`src/rtl/mem_port_arbiter.sv`:
```
// mem_port_arbiter
//
// Round-robin arbiter and sequencer that shares the single-port 2K x 16
// validator memory among NUM_REQ requesters. Each requester issues a read or
// write through a valid/ready handshake; the block issues a one-cycle
// mem_wr_en/mem_rd_en strobe, waits out the memory's busy cycle and returns a
// one-cycle, one-hot completion pulse carrying read data (or a timeout error).
//
// Parameters:
//   NUM_REQ  number of requesters (2..8)
//   TIMEOUT  WAIT cycles allowed for a read's mem_output_ready (1..15)
//
// Ports:
//   clk, reset        rising-edge clock, synchronous active-high reset
//   req_valid         per-requester request pending
//   req_write         per-requester 1 = write, 0 = read
//   req_addr          packed 11-bit addresses, requester i at [i*11 +: 11]
//   req_wdata         packed 16-bit write data, requester i at [i*16 +: 16]
//   req_ready         one-hot combinational handshake accept
//   rsp_valid         one-hot one-cycle completion pulse
//   rsp_rdata         read data (0 for writes and errors), valid with rsp_valid
//   rsp_err           read timed out, valid with rsp_valid
//   busy              sequencer not idle
//   mem_wr_en/rd_en   memory strobes, one cycle, never both
//   mem_address       memory address
//   mem_data_in       memory write data
//   mem_data_out      memory read data
//   mem_output_ready  memory read-data-valid pulse (ignored outside WAIT)

module mem_port_arbiter #(
  parameter int NUM_REQ = 4,
  parameter int TIMEOUT = 4
) (
  input  logic                  clk,
  input  logic                  reset,
  input  logic [NUM_REQ-1:0]    req_valid,
  input  logic [NUM_REQ-1:0]    req_write,
  input  logic [NUM_REQ*11-1:0] req_addr,
  input  logic [NUM_REQ*16-1:0] req_wdata,
  output logic [NUM_REQ-1:0]    req_ready,
  output logic [NUM_REQ-1:0]    rsp_valid,
  output logic [15:0]           rsp_rdata,
  output logic                  rsp_err,
  output logic                  busy,
  output logic                  mem_wr_en,
  output logic                  mem_rd_en,
  output logic [10:0]           mem_address,
  output logic [15:0]           mem_data_in,
  input  logic [15:0]           mem_data_out,
  input  logic                  mem_output_ready
);

  localparam int          PW       = (NUM_REQ > 1) ? $clog2(NUM_REQ) : 1;
  localparam int unsigned NREQ     = NUM_REQ;
  localparam logic [3:0]  TMO_LAST = 4'(TIMEOUT - 1);

  typedef enum logic [1:0] {
    IDLE,
    ISSUE,
    WAIT
  } state_t;

  state_t state;
  state_t state_nxt;

  // Arbitration
  logic [PW-1:0]      rr_ptr;
  logic [PW-1:0]      win_idx;
  logic               win_found;
  int unsigned        scan_idx;
  logic [NUM_REQ-1:0] grant_1h;

  // Selected request fields of the current winner
  logic               sel_write;
  logic [10:0]        sel_addr;
  logic [15:0]        sel_wdata;

  // Latched transaction
  logic [PW-1:0]      owner;
  logic [NUM_REQ-1:0] owner_1h;
  logic               lat_write;
  logic [10:0]        lat_addr;
  logic [15:0]        lat_wdata;

  // WAIT bookkeeping
  logic [3:0]         tmo_cnt;
  logic               wait_tmo;
  logic               wait_done;

  // Registered response
  logic [NUM_REQ-1:0] rsp_valid_q;
  logic [15:0]        rsp_rdata_q;
  logic               rsp_err_q;

  // First valid requester at or after rr_ptr, searching upward with wrap.
  always_comb begin
    win_found = 1'b0;
    win_idx   = '0;
    scan_idx  = 0;
    for (int unsigned k = 0; k < NREQ; k++) begin
      scan_idx = 32'(rr_ptr) + k;
      if (scan_idx >= NREQ) begin
        scan_idx = scan_idx - NREQ;
      end
      if (!win_found && req_valid[PW'(scan_idx)]) begin
        win_found = 1'b1;
        win_idx   = PW'(scan_idx);
      end
    end
  end

  // Decode winner / owner indices and mux out the winner's request fields.
  always_comb begin
    grant_1h  = '0;
    owner_1h  = '0;
    sel_write = 1'b0;
    sel_addr  = '0;
    sel_wdata = '0;
    for (int unsigned i = 0; i < NREQ; i++) begin
      if (win_idx == PW'(i)) begin
        grant_1h[i] = 1'b1;
        sel_write   = req_write[i];
        sel_addr    = req_addr[i*11 +: 11];
        sel_wdata   = req_wdata[i*16 +: 16];
      end
      if (owner == PW'(i)) begin
        owner_1h[i] = 1'b1;
      end
    end
  end

  // A write finishes after its single WAIT cycle. A read finishes on
  // mem_output_ready, or times out once TIMEOUT WAIT cycles have gone by.
  always_comb begin
    wait_tmo  = !lat_write && !mem_output_ready && (tmo_cnt == TMO_LAST);
    wait_done = lat_write || mem_output_ready || wait_tmo;
  end

  // State register
  always_ff @(posedge clk) begin
    if (reset) begin
      state <= IDLE;
    end else begin
      state <= state_nxt;
    end
  end

  // Next-state logic
  always_comb begin
    state_nxt = state;
    case (state)
      IDLE:    if (win_found) state_nxt = ISSUE;
      ISSUE:   state_nxt = WAIT;
      WAIT:    if (wait_done) state_nxt = IDLE;
      default: state_nxt = IDLE;
    endcase
  end

  // Output logic. req_ready is masked during reset so no grant is shown in a
  // cycle whose handshake the reset is about to discard.
  always_comb begin
    req_ready = '0;
    mem_wr_en = 1'b0;
    mem_rd_en = 1'b0;
    case (state)
      IDLE: begin
        if (win_found && !reset) begin
          req_ready = grant_1h;
        end
      end
      ISSUE: begin
        mem_wr_en = lat_write;
        mem_rd_en = !lat_write;
      end
      default: ;
    endcase
  end

  assign busy        = (state != IDLE);
  assign mem_address = lat_addr;
  assign mem_data_in = lat_wdata;
  assign rsp_valid   = rsp_valid_q;
  assign rsp_rdata   = rsp_rdata_q;
  assign rsp_err     = rsp_err_q;

  // Datapath: latch the winner, count WAIT cycles, build the response.
  // The response registers default to zero every cycle so rsp_valid is a
  // single-cycle pulse landing in the IDLE cycle after WAIT exits.
  always_ff @(posedge clk) begin
    if (reset) begin
      rr_ptr      <= '0;
      owner       <= '0;
      lat_write   <= 1'b0;
      lat_addr    <= '0;
      lat_wdata   <= '0;
      tmo_cnt     <= '0;
      rsp_valid_q <= '0;
      rsp_rdata_q <= '0;
      rsp_err_q   <= 1'b0;
    end else begin
      rsp_valid_q <= '0;
      rsp_rdata_q <= '0;
      rsp_err_q   <= 1'b0;
      case (state)
        IDLE: begin
          if (win_found) begin
            owner     <= win_idx;
            lat_write <= sel_write;
            lat_addr  <= sel_addr;
            lat_wdata <= sel_wdata;
            rr_ptr    <= (win_idx == PW'(NUM_REQ - 1)) ? '0 : win_idx + 1'b1;
          end
        end
        ISSUE: begin
          tmo_cnt <= '0;
        end
        WAIT: begin
          if (wait_done) begin
            rsp_valid_q <= owner_1h;
            rsp_rdata_q <= (!lat_write && mem_output_ready) ? mem_data_out : '0;
            rsp_err_q   <= wait_tmo;
          end else begin
            tmo_cnt <= tmo_cnt + 1'b1;
          end
        end
        default: ;
      endcase
    end
  end

endmodule
```
`config.mk`:
```
export PLATFORM = sky130hd
export DESIGN_NAME = mem_port_arbiter
export DESIGN_NICKNAME = d
export VERILOG_FILES = /design/src/rtl/mem_port_arbiter.sv
export SDC_FILE = /design/constraint.sdc
export NUM_CORES = 1
export LEC_CHECK = 0
export CORE_ASPECT_RATIO = 1.1
export CORE_UTILIZATION = 39
export CTS_BUF_LIST = sky130_fd_sc_hd__clkbuf_8
export DETAILED_ROUTE_END_ITERATION = 6
export GPL_TIMING_DRIVEN = 0
export PLACE_DENSITY = 0.87
export SYNTH_ARGS = -nofsm -noshare
export SYNTH_HDL_FRONTEND = slang
export SYNTH_SLANG_ARGS = --single-unit
```
`constraint.sdc`:
```
create_clock -name clk -period 3.15 [get_ports clk]
set_clock_uncertainty 0.1 [all_clocks]
set_input_delay 0.63 -clock clk [delete_from_list [all_inputs] [get_ports clk]]
set_output_delay 0.63 -clock clk [all_outputs]
set_load 0.005 [all_outputs]
```
# [After elaboration in Yosys (flattened, before gate mapping)]
# Index checks and enable logic that the tools add are counted.
[word_totals] ff_bits=59 inputBits=135 word_cells=117
[op_classes] n_addsub=9 n_lt_le_gt_ge=8 eq_ne=12 n_mux=50 bitwise=3 reduce_logical=25
[ops] operator="$mux 16" count=4
[ops] operator="$mux 11" count=4
[ops] operator="$mux 1" count=22
[ops] operator="$mux 2" count=11
[ops] operator="$lt 2x3->1 const B" count=4
[ops] operator="$mux 4" count=3
[ops] operator="$eq 2x2->1 const B" count=5
[ops] operator="$ge 3x3->1 const B" count=3
[ops] operator="$bmux 1 s2" count=4
[ops] operator="$pmux 4 s2" count=1
[ops] operator="$sub 2x1->2 const B" count=4
[ops] operator="$logic_and 1x1->1" count=7
[ops] operator="$add 2x2->3 const B" count=2
[ops] operator="$eq 2x1->1 const B" count=3
[ops] operator="$logic_not 1->1" count=6
[ops] operator="$logic_not 2->1" count=3
[ops] operator="$ne 2x2->1 const B" count=3
[ops] operator="$pmux 2 s3" count=1
[ops] operator="$reduce_and 2->1" count=3
[ops] operator="$add 4x1->4 const B" count=1
[ops] operator="$eq 4x2->1 const B" count=1
[ops] operator="$reduce_bool 2->1" count=2
[ops] operator="$reduce_or 4->1" count=1
[ops] operator="$add 2x1->3 const B" count=1
[ops] operator="5 further kinds" count=8

# [Longest topological paths before layout]
# Gate-level depths: netlist of run 1.
[depth] depth_word=19 mapped_depth=11 ltp_nobuf=9

# [Worst setup path after synthesis of run 1]
# Ideal clock, no wire load.
[synth_path] kind="input -> output" from="input req_valid[0]" to="output req_ready[3]" t_arrival_ps=2164 slack_ps=256 path_stages=7 path_buffers=2 path_cell_list="nor2b_1 > o31ai_1 > and2_1 > ha_1 > clkbuf_1 > buf_2 > and3_1"
[synth_via] elab_chain_cells=16 word_cells_on_any_way=27 cone_classes="1 x eq/ne; 19 x mux; 7 x reduce/logical"
[synth_lines] element="start: declaration" line="36" source="input logic [NUM_REQ-1:0] req_valid,"
[synth_lines] element="$bmux 1 s2" line="105" source="if (!win_found && req_valid[PW'(scan_idx)]) begin"
[synth_lines] element="$mux 1 (implied by the code)" line="105"
[synth_lines] element="$mux 1" line="105"
[synth_lines] element="$logic_not 1->1" line="105"
[synth_lines] element="$logic_and 1x1->1" line="105"
[synth_lines] element="$mux 1" line="105"
[synth_lines] element="$logic_not 1->1" line="105"
[synth_lines] element="$logic_and 1x1->1" line="105"
[synth_lines] element="$mux 1" line="105"
[synth_lines] element="$logic_not 1->1" line="105"
[synth_lines] element="$logic_and 1x1->1" line="105"
[synth_lines] element="$mux 2 (*)" line="105"
[synth_lines] element="named net win_idx[0]" line="68" source="logic [PW-1:0] win_idx;"
[synth_lines] element="$eq 2x2->1 (*)" line="120" source="if (win_idx == PW'(i)) begin"
[synth_lines] element="$mux 1 (*)" line="120"
[synth_lines] element="$mux 4 (*)" line="167" source="if (win_found && !reset) begin"
[synth_lines] element="$mux 4 (*)" line="165" source="case (state)"
[synth_lines] element="end: declaration" line="40" source="output logic [NUM_REQ-1:0] req_ready,"
# Mark *: on every way through the listed nets, which the timed path passes. The rest lies on a longest branch. The select of a mux whose other input is x is not followed.

# [Worst setup path after layout of run 1]
[layout_path] from="input req_valid[2]" to="output req_ready[0]"
[layout_via] elab_chain_cells=16 word_cells_on_any_way=27 cone_classes="19 x mux; 8 x reduce/logical"
[layout_lines] element="$bmux 1 s2" line="105"
[layout_lines] element="$mux 1 (implied by the code)" line="105"
[layout_lines] element="$mux 1" line="105"
[layout_lines] element="$logic_not 1->1" line="105"
[layout_lines] element="$logic_and 1x1->1" line="105"
[layout_lines] element="$mux 1" line="105"
[layout_lines] element="$logic_not 1->1" line="105"
[layout_lines] element="$logic_and 1x1->1" line="105"
[layout_lines] element="$mux 1" line="105"
[layout_lines] element="$logic_not 1->1" line="105"
[layout_lines] element="$logic_and 1x1->1" line="105"
[layout_lines] element="$mux 2" line="105"
[layout_lines] element="$logic_not 2->1" line="120"
[layout_lines] element="$mux 1" line="120"
[layout_lines] element="$mux 4 (*)" line="167"
[layout_lines] element="$mux 4 (*)" line="165"
# Mark *: on every way between the ends. The rest lies on a longest branch, timed or not. The select of a mux whose other input is x is not followed.

==> flow_summary_export.csv, run 1 <==
group,metric,value,unit
timing,drv_slew,0,
layout,fillers,648,
logic_synthesis,syn_avg_cell_area,8.43,um2
logic_synthesis,syn_area,0.00325,mm2
detailed_routing,drt_pass1_iterations,5,
global_route,grt_max_degree,11,
logic_synthesis,yosysTopAreaCellShare,36.4,%
layout,num-nets-final,737,
global_route,overflow,0,
logic_synthesis,synthCells,385,
power,p_total,3000,uW
power,vdd_drop_max,0.333,mV
layout,syn_to_final_growth,76.8,%
logic_synthesis,ys_ff_latch,59,
critical_path,worstPathRequired,2420,ps
place,io_buffers,189,
floorplan,rows,34,
critical_path,crit_fanout,10,
layout,final_common_cell,"clkdlybuf4s50_1",
logic_synthesis,synth_area_leaders,"dfxtp_1 36%, a211oi_2 9.6%, a221oi_1 7.6%, nand3b_1 6.9%, a21oi_1 5.2%",
detailed_routing,avgRoutedWirePerCell,16.9,um
outcome,status,"finished clean",
logic_synthesis,yosysSeqAreaShare,36.4,%
floorplan,start_util,40.6,%
critical_path,cp_slowest_cell,"o22ai_2",
logic_synthesis,synth_edf_count,0,
clocking,insertion_delay,340,ps
clocking,root_buffer,"clkbuf_8",
global_route,grt_pass1_vias,3951,
layout,fin_util,71.7,%
floorplan,die-height,97.7,um
place,dp_hpwl,8.98,mm
logic_synthesis,ys_warn_count,0,
timing,fin_crit_sh,98.4,%
layout,final_layout_size_suffix_gt1_share,15.6,%
detailed_routing,wirelength,12.0,mm
global_route,grt_pass1_wl,18.6,mm
clocking,cts_hold_buf,0,
power,p_per_area,524,mW/mm2
timing,fmax,323,MHz
floorplan,design.core.area,0.00800,mm2
clocking,htreeDepth,3,
critical_path,crit_chain,"clkdlybuf4s15_1 -> inv_2 -> buf_4 -> a21oi_2 -> o22ai_2 -> buf_6 -> ha_2 -> buf_6 -> buf_6 -> and3_1 -> clkdlybuf4s15_1",
critical_path,r2r_slack,430,ps
min_path,min_path_type,"register to register",
timing,hold_violations,0,
timing,finalSetupViolCount,0,
clocking,cts_tree,"yes",
power,p_leak,0.00222,uW
clocking,cts.clk_slew.worst_paths,60,ps
logic_synthesis,ys_types,40,
timing,hold_slack,387,ps
logic_synthesis,ys.flop_type,"dfxtp_1",
global_route,antenna_found_initial,0,
layout,final_cell_mix,"181 x clkdlybuf4s50_1, 59 x dfxtp_1, 35 x nor2_1, 34 x inv_1, 33 x a21oi_1",
global_route,grt_usage,27.7,%
timing,relSlewSlack,59.6,%
clocking,cts_buffers,9,
critical_path,critPathLaunchType,"primary input",
logic_synthesis,synth_top_cell_by_area,"dfxtp_1",
timing,tightest_slew,605,ps
place,gp_congestion,0.831,
timing,fin_crit,3100,ps
detailed_routing,drtAntennaViolNets,0,
critical_path,endpoint_kind,"output pin",
logic_synthesis,syn-num-nets,525,
logic_synthesis,ys_async_sr_fraction,0,%
timing,setup_tns,0,ps
detailed_routing,vias,3850,
detailed_routing,drt_iter0_markers,154,
detailed_routing,drc,0,
critical_path,critical_path_class,"primary input to output pin",
floorplan,die-area,0.00869,mm2
layout,antenna_cells,0,
floorplan,io_pins,190,
detailed_routing,viasPerCell,5.42,
floorplan,die_w,89.0,um
job,maxCapViolations,0,
critical_path,cpMostUsedCell,"buf_6",
critical_path,slowest_delay,220,ps
critical_path,worst_ep_arrival_time,2370,ps
clocking,cts_num_sinks,59,
clocking,cts_buffer_depth,2,
## routing by layer
layer	track usage, %	routed length, um
met1	28.4	4350
met4	13.4	352
met2	49.5	6170
met5	0	0
met3	9.01	1100
## critical path, delay by kind of cell
family                   cells  cell delay, ps
AO/OA/AOI/OAI                2             250
buffers and inverters        7            1130
adder cells (fa/ha/maj)      1             190
AND/OR/NAND/NOR              1             160
## cell usage after synthesis (2+ instances only)
cell type  instances
nor2_1            37
nand3b_1          30
buf_6              4
a221oi_1          28
o32ai_1            3
and3_1             6
a211oi_1           4
a211oi_2          25
o31ai_1            2
o21ai_0            4
inv_1             34
nor3_1            30
dfxtp_1           59
nand4_1            3
nand2_1            8
ha_1               5
nor2b_1            2
clkbuf_1          16
a21o_1             2
a21oi_1           34
and2_1            17
nor3b_1            3
buf_2             12
## what timing repair did
action	in CTS	in global routing
pin swaps	4	3
resized for setup	51	11
buffers inserted	7	5
setup endpoints to repair	14	4
hold endpoints to repair	0	0
## power by group
part / total, uW / internal [uW] / switching [uW]
clock: 747 / 437 / 310
combinational: 1350 / 730 / 618
sequential: 911 / 839 / 71.7
## registers in the layout, indices dropped and copies added (netlist names)
name         cells
rr_ptr           2
rsp_rdata       16
tmo_cnt          4
state            2
lat_write        1
mem_address     11
mem_data_in     16
rsp_err          1
owner            2
rsp_valid        4
## area by class of cell
cell class | instances | area, um2 | share of cell area (%)
Buffer | 33 | 246 | 4.30
Clock buffer | 9 | 124 | 2.16
Clock inverter | 7 | 85.1 | 1.48
Inverter | 35 | 131 | 2.29
Multi-Input combinational cell | 258 | 1870 | 32.5
Sequential cell | 59 | 1180 | 20.6
Tap cell | 108 | 135 | 2.36
Timing Repair Buffer | 201 | 1970 | 34.3
## cells by family (layout without fill, tap and decap cells)
| logic type | count (synthesis) | in the layout | share of synthesized area [%] |
|---|---|---|---|
| and+or+nand+nor | 145 | 145 | 25.2 |
| AOI/OAI and AO/OA | 108 | 108 | 27.2 |
| buffers and inverters | 68 | 285 | 9.29 |
| DFF | 59 | 59 | 36.4 |
| adders and majority gates | 5 | 5 | 1.93 |
## worst paths after layout
check / start / to / cells after the start
max: req_valid[2] / req_ready[0] / 11
max reg2reg: rr_ptr[0]$_SDFFE_PP0P_ / mem_data_in[7]$_SDFFE_PP0P_ / 11
min: mem_address[1]$_SDFFE_PP0P_ / mem_address[1]$_SDFFE_PP0P_ / 2
min reg2reg: mem_address[1]$_SDFFE_PP0P_ / mem_address[1]$_SDFFE_PP0P_ / 2
## per-stage QoR
stage / instances / area, um2 / setup WS (ps)
2_1_floorplan: 385 / 3250 / 256
3_3_place_gp: 682 / 5270 / -1150
3_5_place_dp: 682 / 5270 / -1180
4_1_cts: 705 / 5690 / 9.40
5_1_grt: 710 / 5740 / -33.1
6_report: 710 / 5740 / 51.6
(Power assumes the default switching activity.)
==> run 2, diff against run 1 <==
--- a/config.mk
+++ b/config.mk
@@ -6,11 +6,12 @@
 export NUM_CORES = 1
 export LEC_CHECK = 0
 export CORE_ASPECT_RATIO = 1.1
-export CORE_UTILIZATION = 39
+export CORE_UTILIZATION = 35
 export CTS_BUF_LIST = sky130_fd_sc_hd__clkbuf_8
 export DETAILED_ROUTE_END_ITERATION = 6
 export GPL_TIMING_DRIVEN = 0
-export PLACE_DENSITY = 0.87
+export PLACE_DENSITY = 0.79
+export SETUP_SLACK_MARGIN = 0.5
 export SYNTH_ARGS = -nofsm -noshare
 export SYNTH_HDL_FRONTEND = slang
 export SYNTH_SLANG_ARGS = --single-unit
==> flow_summary_export.csv, run 2 (synthesis gave the netlist of run 1 again) <==
group,metric,value,unit
outcome,status,"finished clean",
detailed_routing,wirelength,12.3,mm
layout,num-nets-final,749,
detailed_routing,vias,3843,
detailed_routing,drtAntennaViolNets,0,
layout,final_layout_size_suffix_gt1_share,22.8,%
power,p_leak,0.00233,uW
power,swShare,33.8,%
detailed_routing,drt_iter0_markers,121,
floorplan,die_w,93.8,um
power,p_int,2110,uW
timing,fmax,350,MHz
floorplan,design.core.area,0.00892,mm2
clocking,cts_tree,"yes",
floorplan,rows,36,
critical_path,worst_ep_arrival_time,2130,ps
layout,final_cell_mix,"181 x clkdlybuf4s50_1, 57 x dfxtp_1, 33 x nor2_1, 33 x a21oi_1, 32 x inv_1",
power,pwr-share-comb,47.3,%
clocking,cts_buffer_depth,2,
critical_path,endpoint_kind,"output pin",
global_route,grt_pass1_wl,18.7,mm
floorplan,die-height,103,um
power,power_frac_seq,28.5,%
detailed_routing,viasPerCell,5.28,
timing,fin_crit_sh,90.7,%
power,vdd_drop_max,0.287,mV
power,power_switching,1080,uW
clocking,cts_num_sinks,59,
timing,fin_crit,2860,ps
detailed_routing,drt_pass1_iterations,4,
critical_path,cpMostUsedCell,"buf_6",
detailed_routing,avgRoutedWirePerCell,16.9,um
clocking,cts_buffers,9,
global_route,grt_pass1_vias,3863,
clocking,cts.clk_slew.worst_paths,70,ps
job,maxCapViolations,0,
critical_path,worstPathRequired,2420,ps
timing,hold_slack,393,ps
global_route,overflow,0,
floorplan,io_pins,190,
critical_path,crit_fanout,4,
critical_path,crit_chain,"buf_8 -> nor2b_4 -> nor2_2 -> o22ai_2 -> buf_4 -> buf_6 -> ha_4 -> buf_6 -> buf_8 -> and3_4 -> buf_6",
global_route,grt_max_degree,12,
timing,grt_setup_unrepaired,"yes",
timing,relSlewSlack,56.4,%
clocking,root_buffer,"clkbuf_8",
global_route,grt_usage,25.4,%
timing,finalSetupViolCount,0,
place,gp_congestion,0.831,
layout,final_cells,728,
detailed_routing,drc,0,
critical_path,slowest_delay,280,ps
layout,final_common_cell,"clkdlybuf4s50_1",
floorplan,start_util,36.4,%
clocking,insertion_delay,350,ps
layout,syn_to_final_growth,85.9,%
critical_path,critPathLaunchType,"primary input",
place,io_buffers,189,
floorplan,die-area,0.00966,mm2
timing,drv_slew,0,
place,dp_cells,688,
global_route,antenna_found_initial,0,
timing,tightest_slew,654,ps
critical_path,cp_slowest_cell,"o22ai_2",
layout,antenna_cells,0,
critical_path,critical_path_class,"primary input to output pin",
layout,fillers,735,
timing,hold_violations,0,
power,p_per_area,529,mW/mm2
place,dp_hpwl,8.90,mm
min_path,min_path_type,"register to register",
power,clkPwrFrac,24.2,%
clocking,htreeDepth,3,
clocking,cts_hold_buf,0,
-- run 2: critical path, delay by kind of cell --
family          cells  cell delay, ps
compound gates      1             280
buf+inv             6             650
fa+ha+maj           1             120
simple gates        3             440
-- run 2: power groups by stage --
stage	Combinational, uW	Clock (uW)	Sequential [uW]
2_1_floorplan	683	0	916
3_3_place_gp	1190	0	915
3_5_place_dp	1220	0	920
4_1_cts	1390	786	910
5_1_grt	1620	817	920
6_report	1510	771	909
-- run 2: final timing paths --
| kind | start | endpoint | slack (ps) | cells after the start |
|---|---|---|---|---|
| worst min register to register | mem_address[1]$_SDFFE_PP0P_ | mem_address[1]$_SDFFE_PP0P_ | 390 | 2 |
| worst min-delay path | mem_address[1]$_SDFFE_PP0P_ | mem_address[1]$_SDFFE_PP0P_ | 390 | 2 |
| worst max-delay path | req_valid[0] | req_ready[1] | 290 | 11 |
| worst max register to register | rr_ptr[1]$_SDFFE_PP0P_ | lat_write$_SDFFE_PP0P_ | 450 | 13 |
-- run 2: layout make-up --
type                            count  area, um2  area share [%]
Timing Repair Buffer              213       2080            34.5
Multi-Input combinational cell    258       1980            32.9
Sequential cell                    59       1190            19.7
Buffer                             33        282            4.67
Tap cell                          114        143            2.36
Inverter                           35        134            2.22
Clock buffer                        9        124            2.05
Clock inverter                      7       93.8            1.56
-- run 2: repair_timing --
item,in CTS,in global routing
setup buffers,19,5
gates resized for setup,93,45
endpoints found under the setup margin,32,31
pin swaps,8,14
-- run 2: metrics by stage --
| step | power, uW | TNS, ps | area, um2 | util, % | worst slack (ps) |
|---|---|---|---|---|---|
| 3_3_place_gp | 2100 | -7110 | 5300 | 59.4 | -824 |
| 3_5_place_dp | 2140 | -10080 | 5300 | 59.4 | -827 |
| 2_1_floorplan | 1600 | 0 | 3260 | - | 490 |
| 6_report | 3190 | 0 | 6030 | 67.6 | 294 |
| 4_1_cts | 3080 | 0 | 5860 | 65.7 | 389 |
| 5_1_grt | 3350 | 0 | 6030 | 67.6 | 248 |
-- run 2: metal layers --
layer	up-vias	global-route usage [%]	part of all wire, %
met3	24	7.30	7.9
met2	163	45.9	51
met5	-	0	0
met1	1809	27.4	39
met4	0	11.5	2.1
li1	1847	-	-
==> run 3, diff against run 2 <==
--- a/config.mk
+++ b/config.mk
@@ -6,11 +6,12 @@
 export NUM_CORES = 1
 export LEC_CHECK = 0
 export CORE_ASPECT_RATIO = 1.1
-export CORE_UTILIZATION = 35
+export CORE_MARGIN = 2
+export CORE_UTILIZATION = 39
 export CTS_BUF_LIST = sky130_fd_sc_hd__clkbuf_8
 export DETAILED_ROUTE_END_ITERATION = 6
 export GPL_TIMING_DRIVEN = 0
-export PLACE_DENSITY = 0.79
+export PLACE_DENSITY = 0.87
 export SETUP_SLACK_MARGIN = 0.5
 export SYNTH_ARGS = -nofsm -noshare
 export SYNTH_HDL_FRONTEND = slang
==> flow_summary_export.csv, run 3 (synthesis gave the netlist of run 1 again) <==
group,metric,value,unit
floorplan,design.core.area,0.00800,mm2
timing,fin_crit,2790,ps
layout,syn_to_final_growth,85.5,%
power,vdd_drop_max,0.276,mV
floorplan,die-height,99.7,um
critical_path,crit_fanout,3,
detailed_routing,drt_iter0_markers,154,
detailed_routing,drc,0,
global_route,grt_max_degree,12,
timing,hold_slack,390,ps
clocking,cts_num_sinks,59,
outcome,status,"finished clean",
clocking,root_buffer,"clkbuf_8",
floorplan,die_w,91.0,um
job,maxCapViolations,0,
floorplan,io_pins,190,
timing,hold_violations,0,
timing,grt_setup_unrepaired,"yes",
critical_path,endpoint_kind,"output pin",
floorplan,start_util,40.6,%
layout,final_cell_mix,"181 x clkdlybuf4s50_1, 57 x dfxtp_1, 34 x nor2_1, 33 x a21oi_1, 31 x inv_1",
critical_path,critical_path_class,"primary input to output pin",
timing,fmax,358,MHz
timing,finalSetupViolCount,0,
global_route,overflow,0,
detailed_routing,drtAntennaViolNets,0,
detailed_routing,avgRoutedWirePerCell,17.7,um
timing,drv_slew,0,
clocking,htreeDepth,3,
layout,final_cells,720,
place,dp_cells,682,
global_route,grt_usage,26.9,%
layout,antenna_cells,0,
global_route,grt_pass1_wl,19.6,mm
clocking,cts_buffer_depth,2,
critical_path,worstPathRequired,2420,ps
power,p_total,3290,uW
place,io_buffers,189,
detailed_routing,wirelength,12.8,mm
min_path,min_path_type,"register to register",
global_route,grt_pass1_vias,4090,
global_route,antenna_found_initial,0,
detailed_routing,viasPerCell,5.49,
layout,num-nets-final,747,
clocking,cts.clk_slew.worst_paths,70,ps
clocking,cts_tree,"yes",
critical_path,worst_ep_arrival_time,2060,ps
layout,register_area,0.00118,mm2
detailed_routing,vias,3951,
timing,tightest_slew,676,ps
clocking,insertion_delay,330,ps
timing,relSlewSlack,54.9,%
timing,fin_crit_sh,88.6,%
layout,multi_input_area,0.00197,mm2
floorplan,die-area,0.00907,mm2
critical_path,critPathLaunchType,"primary input",
power,p_leak,0.00233,uW
layout,fillers,612,
layout,final_common_cell,"clkdlybuf4s50_1",
detailed_routing,drt_pass1_iterations,5,
place,gp_congestion,0.911,
layout,final_layout_size_suffix_gt1_share,21.9,%
floorplan,rows,34,
power,p_per_area,547,mW/mm2
place,dp_hpwl,9.15,mm
clocking,cts_buffers,9,
[run 3: cell count changes in the layout (fill, tap and decap cells not counted), sizes merged]
cell and delta:
clkinv -2, clkbuf +3, buf -4, bufinv +1
[run 3: metal layers]
layer,global-route usage (%),share of wire [%],wire [um],up-vias
met5,0,0,0,-
met4,13.9,4.2,539,0
li1,-,-,-,1839
met2,49.1,50,6390,207
met1,28.2,38,4820,1855
met3,7.20,7.9,1010,50
[run 3: where the power goes]
group / switching (uW) / total (uW) / internal, uW / leakage, uW
logic: 681 / 1500 / 815 / 0.00172
registers: 72.0 / 912 / 840 / 0.000484
clock network: 337 / 885 / 549 / 0.000123
[run 3: repair_timing]
action                                  4_1_cts  5_1_grt
pin swaps                                    10        4
endpoints found under the hold margin         0        0
endpoints found under the setup margin       32       32
resized for setup                            96       32
setup buffers                                20        2
hold buffers                                  0        0
[run 3: final cells by class]
class,count,share of cell area [%]
repair buffers,211,34.6
multi-input cells,258,32.7
flip-flops and latches,59,19.7
plain buffers,33,4.34
inverters,35,2.35
clock buffers,10,2.29
well taps,108,2.24
clock inverters,6,1.85
[run 3: path summary, 6_finish.rpt]
check	startpoint	endpoint	slack, ps	cells after the start
max	req_valid[2]	req_ready[2]	360	11
min	mem_data_in[15]$_SDFFE_PP0P_	mem_data_in[15]$_SDFFE_PP0P_	390	2
max reg2reg	rr_ptr[0]$_SDFFE_PP0P_	mem_data_in[15]$_SDFFE_PP0P_	570	12
min reg2reg	mem_data_in[15]$_SDFFE_PP0P_	mem_data_in[15]$_SDFFE_PP0P_	390	2
[run 3: per-stage QoR]
step | worst slack [ps] | instance area (um2) | TNS, ps | util, %
floorplan | 490 | 3260 | 0 | -
global placement | -799 | 5290 | -6960 | 66.1
detailed placement | -791 | 5290 | -8960 | 66.1
CTS | 415 | 5900 | 0 | 73.7
global route | 321 | 6020 | 0 | 75.3
finish | 358 | 6020 | 0 | 75.3
[run 3: worst max-delay path, stage by stage]
cell       delay (ps)
buf_8             110
inv_8              60
nor2_4             40
o31ai_4           300
nand2_2           110
buf_6             140
ha_4              160
buf_8             120
clkbuf_16         130
and3_4            140
buf_6             110
